===== src/rtl/fft_pkg.sv =====
// Shared types and helpers for the streaming FFT output path.
// complex_t is the bin sample format carried between FFT stages.
package fft_pkg;

  typedef struct packed {
    logic signed [15:0] re;
    logic signed [15:0] im;
  } complex_t;

  localparam int unsigned FFT_SIZE_DFLT = 32'd16;

  typedef enum logic [0:0] {
    RD_IDLE = 1'b0,
    RD_READ = 1'b1
  } rd_state_e;

  // Counter/address width for a power-of-two frame length.
  function automatic int fft_addr_bits(input int unsigned n);
    return $clog2(n);
  endfunction

  // Reverse the low nbits of idx; bits above nbits come back as zero.
  function automatic logic [31:0] bit_reverse(input logic [31:0] idx, input int nbits);
    logic [31:0] src;
    logic [31:0] res;
    src = idx;
    res = 32'd0;
    for (int i = 0; i < 32; i++) begin
      if (i < nbits) begin
        res = {res[30:0], src[0]};
        src = src >> 1;
      end
    end
    return res;
  endfunction

endpackage


===== src/rtl/fft_bitrev_unscrambler_if.sv =====
// Sample stream into and out of the bit-reverse unscrambler.
// master drives bins in, slave is the unscrambler itself.
interface fft_bitrev_unscrambler_if;
  import fft_pkg::*;

  complex_t din;
  logic     din_valid;
  complex_t dout;
  logic     dout_valid;
  logic     dout_first;
  logic     dout_last;
  logic     frame_drop;

  modport master (
    output din,
    output din_valid,
    input  dout,
    input  dout_valid,
    input  dout_first,
    input  dout_last,
    input  frame_drop
  );

  modport slave (
    input  din,
    input  din_valid,
    output dout,
    output dout_valid,
    output dout_first,
    output dout_last,
    output frame_drop
  );

endinterface


===== src/rtl/fft_sdp_ram.sv =====
// Simple dual-port RAM: one write port, one read port with registered output.
// The read register clears on reset so the downstream bus idles at zero.
module fft_sdp_ram #(
  parameter int DEPTH = 32,
  parameter int WIDTH = 32
) (
  input  logic                     clk,
  input  logic                     rst,
  input  logic                     we,
  input  logic [$clog2(DEPTH)-1:0] waddr,
  input  logic [WIDTH-1:0]         wdata,
  input  logic                     re,
  input  logic [$clog2(DEPTH)-1:0] raddr,
  output logic [WIDTH-1:0]         rdata
);

  logic [WIDTH-1:0] mem_q [DEPTH];
  logic [WIDTH-1:0] rdata_d;
  logic [WIDTH-1:0] rdata_q;

  // Storage array carries no reset so it maps onto block RAM.
  always_ff @(posedge clk) begin
    if (we) begin
      mem_q[waddr] <= wdata;
    end
  end

  always_comb begin
    rdata_d = rdata_q;
    if (re) begin
      rdata_d = mem_q[raddr];
    end else begin
      rdata_d = rdata_q;
    end
  end

  always_ff @(posedge clk or posedge rst) begin
    if (rst) begin
      rdata_q <= '0;
    end else begin
      rdata_q <= rdata_d;
    end
  end

  assign rdata = rdata_q;

endmodule


===== src/rtl/fft_bitrev_unscrambler.sv =====
// Ping-pong reorder buffer: bins arrive bit-reversed and leave in natural order
// as one gap-free burst per frame, two edges after the frame's last sample.
module fft_bitrev_unscrambler
  import fft_pkg::*;
#(
  parameter int unsigned FFT_SIZE = FFT_SIZE_DFLT
) (
  input  logic                    clk,
  input  logic                    rst,
  fft_bitrev_unscrambler_if.slave bus
);

  localparam int            AW      = fft_addr_bits(FFT_SIZE);
  localparam int            DW      = $bits(complex_t);
  localparam logic [AW-1:0] CNT_MAX = AW'(FFT_SIZE - 32'd1);

  logic [AW-1:0] wr_cnt_d,  wr_cnt_q;
  logic          wr_bank_d, wr_bank_q;
  logic [AW-1:0] wr_addr_s;
  logic          wr_done_s;

  rd_state_e     rd_state_d, rd_state_q;
  logic [AW-1:0] rd_cnt_d,   rd_cnt_q;
  logic          rd_bank_d,  rd_bank_q;
  logic          rd_last_s;
  logic          rd_start_s;

  logic          rd_pending_d,   rd_pending_q;
  logic          pend_bank_d,    pend_bank_q;
  logic          frame_drop_d,   frame_drop_q;

  logic          dout_valid_d, dout_valid_q;
  logic          dout_first_d, dout_first_q;
  logic          dout_last_d,  dout_last_q;

  logic [DW-1:0] ram_rdata_s;

  assign wr_done_s = bus.din_valid && (wr_cnt_q == CNT_MAX);
  assign wr_addr_s = AW'(bit_reverse(32'(wr_cnt_q), AW));

  always_comb begin
    wr_cnt_d  = wr_cnt_q;
    wr_bank_d = wr_bank_q;
    if (bus.din_valid) begin
      wr_cnt_d = wr_cnt_q + 1'b1;
      if (wr_done_s) begin
        wr_bank_d = ~wr_bank_q;
      end else begin
        wr_bank_d = wr_bank_q;
      end
    end else begin
      wr_cnt_d  = wr_cnt_q;
      wr_bank_d = wr_bank_q;
    end
  end

  // A waiting bank launches either from idle or in the final address cycle,
  // which is what keeps full-rate output bursts back-to-back.
  assign rd_last_s  = (rd_state_q == RD_READ) && (rd_cnt_q == CNT_MAX);
  assign rd_start_s = rd_pending_q && ((rd_state_q == RD_IDLE) || rd_last_s);

  always_comb begin
    rd_state_d = rd_state_q;
    rd_cnt_d   = rd_cnt_q;
    rd_bank_d  = rd_bank_q;
    case (rd_state_q)
      RD_IDLE: begin
        if (rd_start_s) begin
          rd_state_d = RD_READ;
          rd_cnt_d   = '0;
          rd_bank_d  = pend_bank_q;
        end else begin
          rd_state_d = RD_IDLE;
        end
      end
      RD_READ: begin
        if (rd_last_s) begin
          rd_cnt_d = '0;
          if (rd_start_s) begin
            rd_state_d = RD_READ;
            rd_bank_d  = pend_bank_q;
          end else begin
            rd_state_d = RD_IDLE;
          end
        end else begin
          rd_cnt_d = rd_cnt_q + 1'b1;
        end
      end
      default: begin
        rd_state_d = RD_IDLE;
        rd_cnt_d   = '0;
      end
    endcase
  end

  // rd_pending marks a full, unread bank; a second completion on top of it is an overrun.
  always_comb begin
    rd_pending_d = rd_pending_q;
    pend_bank_d  = pend_bank_q;
    frame_drop_d = frame_drop_q;
    if (wr_done_s) begin
      rd_pending_d = 1'b1;
      pend_bank_d  = wr_bank_q;
      if (rd_pending_q && !rd_start_s) begin
        frame_drop_d = 1'b1;
      end else begin
        frame_drop_d = frame_drop_q;
      end
    end else if (rd_start_s) begin
      rd_pending_d = 1'b0;
    end else begin
      rd_pending_d = rd_pending_q;
    end
  end

  always_comb begin
    dout_valid_d = 1'b0;
    dout_first_d = 1'b0;
    dout_last_d  = 1'b0;
    if (rd_state_q == RD_READ) begin
      dout_valid_d = 1'b1;
      dout_first_d = (rd_cnt_q == '0);
      dout_last_d  = rd_last_s;
    end else begin
      dout_valid_d = 1'b0;
    end
  end

  always_ff @(posedge clk or posedge rst) begin
    if (rst) begin
      wr_cnt_q     <= '0;
      wr_bank_q    <= 1'b0;
      rd_state_q   <= RD_IDLE;
      rd_cnt_q     <= '0;
      rd_bank_q    <= 1'b0;
      rd_pending_q <= 1'b0;
      pend_bank_q  <= 1'b0;
      frame_drop_q <= 1'b0;
      dout_valid_q <= 1'b0;
      dout_first_q <= 1'b0;
      dout_last_q  <= 1'b0;
    end else begin
      wr_cnt_q     <= wr_cnt_d;
      wr_bank_q    <= wr_bank_d;
      rd_state_q   <= rd_state_d;
      rd_cnt_q     <= rd_cnt_d;
      rd_bank_q    <= rd_bank_d;
      rd_pending_q <= rd_pending_d;
      pend_bank_q  <= pend_bank_d;
      frame_drop_q <= frame_drop_d;
      dout_valid_q <= dout_valid_d;
      dout_first_q <= dout_first_d;
      dout_last_q  <= dout_last_d;
    end
  end

  fft_sdp_ram #(
    .DEPTH (2 * int'(FFT_SIZE)),
    .WIDTH (DW)
  ) u_ram (
    .clk   (clk),
    .rst   (rst),
    .we    (bus.din_valid),
    .waddr ({wr_bank_q, wr_addr_s}),
    .wdata (bus.din),
    .re    (rd_state_q == RD_READ),
    .raddr ({rd_bank_q, rd_cnt_q}),
    .rdata (ram_rdata_s)
  );

  assign bus.dout       = ram_rdata_s;
  assign bus.dout_valid = dout_valid_q;
  assign bus.dout_first = dout_first_q;
  assign bus.dout_last  = dout_last_q;
  assign bus.frame_drop = frame_drop_q;

endmodule

===== src/flat_wrapper.sv =====
// flat-port wrapper written by rule: the top's interface ports become plain ports
module fft_bitrev_unscrambler_flat import fft_pkg::*;
#(
  parameter int unsigned FFT_SIZE = FFT_SIZE_DFLT
)
  (clk, rst, bus_din, bus_din_valid, bus_dout, bus_dout_valid, bus_dout_first, bus_dout_last, bus_frame_drop);
  fft_bitrev_unscrambler_if bus_i ();
  input  logic clk;
  input  logic rst;
  input wire logic [$bits(bus_i.din)-1:0] bus_din;
  input wire logic [$bits(bus_i.din_valid)-1:0] bus_din_valid;
  output wire logic [$bits(bus_i.dout)-1:0] bus_dout;
  output wire logic [$bits(bus_i.dout_valid)-1:0] bus_dout_valid;
  output wire logic [$bits(bus_i.dout_first)-1:0] bus_dout_first;
  output wire logic [$bits(bus_i.dout_last)-1:0] bus_dout_last;
  output wire logic [$bits(bus_i.frame_drop)-1:0] bus_frame_drop;
  assign bus_i.din = bus_din;
  assign bus_i.din_valid = bus_din_valid;
  assign bus_dout = bus_i.dout;
  assign bus_dout_valid = bus_i.dout_valid;
  assign bus_dout_first = bus_i.dout_first;
  assign bus_dout_last = bus_i.dout_last;
  assign bus_frame_drop = bus_i.frame_drop;
  fft_bitrev_unscrambler #(.FFT_SIZE(FFT_SIZE)) u_core (.clk(clk), .rst(rst), .bus(bus_i));
endmodule

===== config.mk =====
export PLATFORM = sky130hd
export DESIGN_NAME = fft_bitrev_unscrambler_flat
export DESIGN_NICKNAME = d
export VERILOG_FILES = /design/src/rtl/fft_pkg.sv /design/src/rtl/fft_bitrev_unscrambler_if.sv /design/src/rtl/fft_sdp_ram.sv /design/src/rtl/fft_bitrev_unscrambler.sv /design/src/flat_wrapper.sv
export SDC_FILE = /design/constraint.sdc
export NUM_CORES = 1
export LEC_CHECK = 0
export BUFFER_PORTS_ARGS = -buffer_cell sky130_fd_sc_hd__buf_2
export CORE_UTILIZATION = 60
export DETAILED_ROUTE_END_ITERATION = 10
export HOLD_SLACK_MARGIN = 0.05
export PLACE_DENSITY = 0.88
export REMOVE_ABC_BUFFERS = 1
export SKIP_CTS_REPAIR_TIMING = 1
export SYNTH_ARGS = -nofsm -noshare
export SYNTH_HDL_FRONTEND = slang
export SYNTH_SLANG_ARGS = --single-unit

===== constraint.sdc =====
create_clock -name clk -period 4.4 [get_ports clk]
set_clock_uncertainty 0.15 [all_clocks]
set_input_delay 0.66 -clock clk [delete_from_list [all_inputs] [get_ports clk]]
set_output_delay 0.66 -clock clk [all_outputs]
set_load 0.02 [all_outputs]

Yosys cells after proc, flatten, opt, wreduce, memory -nomap -nowiden
Memory sizes are Yosys's and may differ from the RTL's. A register that Yosys moved wholly into a read port is not among the register bits.
Index checks and enable logic that the tools add are counted.
- $add $sub $neg: 2
- equal/unequal tests: 4
- mux-type cells: 16
- bitwise logic cells: 2
- reductions and logical operators: 10
- operators with widths (cell ; count):
    $mux W1 ; 11
    $add A4 B1 Y4 const B ; 2
    $eq A4 B4 Y1 const B ; 2
    $mux W4 ; 2
    $pmux W4 S2 ; 1
    $logic_and A1 B1 Y1 ; 4
    $logic_not A4 Y1 ; 1
    $pmux W1 S2 ; 2
    $reduce_and A2 Y1 ; 2
    $ne A2 B1 Y1 const B ; 1
    $ne A2 B2 Y1 const B ; 1
    $not A1 Y1 ; 2
    $reduce_bool A2 Y1 ; 1
    $logic_not A1 Y1 ; 1
    $logic_or A1 B1 Y1 ; 1
- register bits: 17
- memory bits (writable): 1024
- bits of input ports: 35
- memories: 1
- memories (memory ; words ; bits a word ; read ports ; clocked after Yosys merged registers in ; write ports ; RTL line ; RTL):
    u_core.u_ram.mem_q ; 32 ; 32 ; 1 ; 1 ; 1 ; fft_sdp_ram.sv:17 ; logic [WIDTH-1:0] mem_q [DEPTH];

Depth between registers and ports, before layout
- word-level depth: 7
- mapped depth: 9
- gate-level depth less buffers: 5

Modules after synthesis
From an unflattened synthesis, not the netlist that was laid out.
- cell total of the unflattened synthesis: 2260
- area total of the unflattened synthesis: 41634.9 sq um
- by module, submodules not included (module ; times used ; cells an instance ; area an instance (sq um) ; seq. area each (sq um)):
    fft_sdp_ram ; 1 ; 2201 ; 40914.2 ; 31550.3
    fft_bitrev_unscrambler ; 1 ; 59 ; 720.7 ; 425.4

Worst setup path after synthesis
Ideal clock, no wire load.
- path kind: input to register
- start point: input bus_din_valid
- end point: memory u_core.u_ram.mem_q[20][0], enable pin
- library setup time: 0.421 ns
- data arrival time: 2.934 ns
- setup slack: 0.895 ns
- cell stages on the path: 4
- path buffers: 2
- cell sequence: clkbuf_1 or3b_2 clkbuf_1 nor2_1
- cells in the longest elaborated chain, start to end: 2
- ends and longest elaborated chain (element ; RTL line ; RTL):
    start: declaration ; flat_wrapper.sv:11 ; input wire logic [$bits(bus_i.din_valid)-1:0] bus_din_valid;
    $mux W1 ; fft_sdp_ram.sv:23 ; if (we) begin
    $mux W1 (not written as such) ; fft_sdp_ram.sv:24 ; mem_q[waddr] <= wdata;
    end: declaration ; fft_sdp_ram.sv:17 ;
Every way passes these cells.

==> qor.yml <==
synth.distinct_cells: 39
synth_area_per_cell_sq_um: 20.5
grt_pass1_wl_microns: 155000
max-slew-margin-rel_pct: 19.6
dieWidth_microns: 263
cts-root-buf: "clkbuf_16"
wl_per_cell_microns: 35.0
worst_r2r_path_depth: 5
p_leak_nw: 14.8
rsz0062_at_grt: "no"
dp_hpwl_microns: 58300
clkLatencyLatePin_ns: 0.68
hp-class: "input pin to async pin"
total_power_mw: 29.5
pin_count: 71
tightest_slew_ns: 1.20
finalSetupViolations: 0
synth-async-reset-ratio_pct: 4.57
overflow: 0
yosysMostFrequentCell: "edfxtp_1"
worstSetupPathType: "flop to flop"
peakVddDrop_mv: 0.574
cts_htree_levels: 3
synth.area.top_cells: "edfxtp_1 75%, mux4_2 7.0%, mux2i_1 6.3%, dfrtp_1 3.0%, o22ai_1 1.4%"
dr.first_iter.drc_count: 3544
start_util_pct: 60.8
fillers: 3818
grt_pass1_vias: 22711
status: "finished clean"
crit_arrival_ns: 4.09
hold_ws_ns: 0.148
path_clk_slew_ns: 0.07
synth_edf_count: 1024
area_growth_pct: 11.9
drive_above_1_share_pct: 21.9
yosys.area.top_type: "edfxtp_1"
final_cell_area_sq_um: 45800
cts_buffers: 101
postPlaceCellArea_sq_um: 42600
fin_util_pct: 68.1
wl_microns: 107000
drv_cap: 0
synth.yosys.seq_area_share_pct: 78.2
p_per_area_nw_per_um2: 645
dr.pass1.iters: 6
clk_path_buf_depth: 3
timing.final.crit_share_pct: 84.5
finalCriticalPeriod_ns: 3.72
netlist_instances: 1997
tns_ns: 0
gp_congestion: 0.866
grt_usage_pct: 31.3
io_buffers: 70
timing.rr.end: "u_core.u_ram.rdata[19]"
endpoint_kind: "flop"
drc: 0
nets: 2149
vias: 22230
clock_sinks: 1073
viasPerCell: 7.25
cts_tree: "done"
ys.flop_type: "edfxtp_1"
grt_antenna_before_repair: 3
rrSetupSlack_ns: 0.68
dieArea_sq_um: 69200
required_ns: 4.77
ys_ff_latch: 1073
synth_warnings: 0
core_area_sq_um: 67300
ant_nets: 0
grt_max_degree: 108
die_height_microns: 263
hold_viol: 0
fp-row-count: 95
synth_area_sq_um: 40900
cp_max_fo: 40
yosys.area.top_type_share_pct: 75.2
slew_violations: 0
clock.fmax_ghz: 0.269
start_kind: "flop"
synth_common_cells: "1024 x edfxtp_1, 256 x mux2i_1, 128 x mux4_2"
r2r-start: "u_core.rd_cnt_q[2]"
==> placed cells by master (no fill, tap or decap), types with 8 or more instances in the layout <==
cell       synthesis  routed
a2111oi_0         17      14
a211oi_1          58      58
a22oi_1           33      33
buf_12             0       8
buf_2             39      71
buf_4             11      53
clkbuf_1          61      29
clkbuf_16          0     102
clkinv_1           0      24
clkinv_2           0      11
dfrtp_1           49      44
edfxtp_1        1024    1024
mux2_2            35      35
mux2i_1          256     256
mux4_2           128     128
nand2_1           10      10
nor2_1            68      36
nor2_4             0      32
o211ai_1          32      32
o22ai_1           92      92
==> cell type report <==
type	instances	area (sq um)	share of cell area (%)
timing repair buffer	133	918	2.01
sequential	1073	32000	69.9
inverter	4	15.0	0.0328
antenna	2	5.00	0.0109
clock buffer	131	2660	5.81
multi-input combinational	798	8610	18.8
tap	873	1090	2.39
clock inverter	51	492	1.07
==> metal layers <==
metal,share of wire [%],global-route usage [%]
met1,33,39.4
met4,7.3,20.3
met2,48,49.5
met5,0.012,0
met3,12,7.01
==> power by group <==
group,switching (mW),total [mW],internal (mW)
clock network,3.74,8.44,4.69
logic,5.12,8.22,3.09
registers,0.742,12.9,12.1
==> stage by stage <==
step,cells,setup WS [ns]
3_5_place_dp,2880,0.654
4_1_cts,3062,0.548
2_1_floorplan,1875,-5.71
6_report,3065,0.682
3_3_place_gp,2879,0.256
5_1_grt,3064,0.806
==> critical path, cell delays in order (launching register included) <==
cell	delay (ns)
dfrtp_4	0.88
or3_1	0.98
buf_4	0.38
o22ai_1	0.19
a211oi_1	0.75
a211oi_1	0.20
==> sequential cells by signal, indices dropped and copies added (netlist names) <==
register / count
u_core.u_ram.rdata: 32
u_core.rd_cnt_q: 4
u_core.wr_cnt_q: 4
u_core.bus.dout_valid: 1
u_core.pend_bank_q: 1
u_core.rd_pending_q: 1
u_core.bus.dout_first: 1
u_core.wr_bank_q: 1
u_core.rd_bank_q: 1
u_core.u_ram.mem_q: 1024
u_core.bus.frame_drop: 1
u_core.bus.dout_last: 1
u_core.rd_state_q: 1
==> cell families after synthesis <==
family          Yosys count  share of synthesized area [%]
flops                  1073                           78.2
mux                     419                           14.3
compound gates          258                           4.65
buf+inv                 126                           1.43
simple gates            113                           1.28
xor+xnor                  5                          0.107
fa+ha+maj                 3                         0.0918
==> worst max path at each step <==
stage	startpoint	endpoint	slack, ns	cells past startpoint
after CTS	u_core.rd_cnt_q[2]	u_core.u_ram.rdata[31]	0.55	5
final	u_core.rd_cnt_q[2]	u_core.u_ram.rdata[19]	0.68	5
after global placement	u_core.rd_cnt_q[2]	u_core.u_ram.rdata[12]	0.26	5
after detailed placement	u_core.rd_cnt_q[2]	u_core.u_ram.rdata[31]	0.65	5
after global routing	u_core.rd_cnt_q[2]	u_core.u_ram.rdata[19]	0.81	5
after floorplan	u_core.rd_cnt_q[1]	u_core.u_ram.rdata[0]	-5.71	4
(Power assumes the default switching activity.)
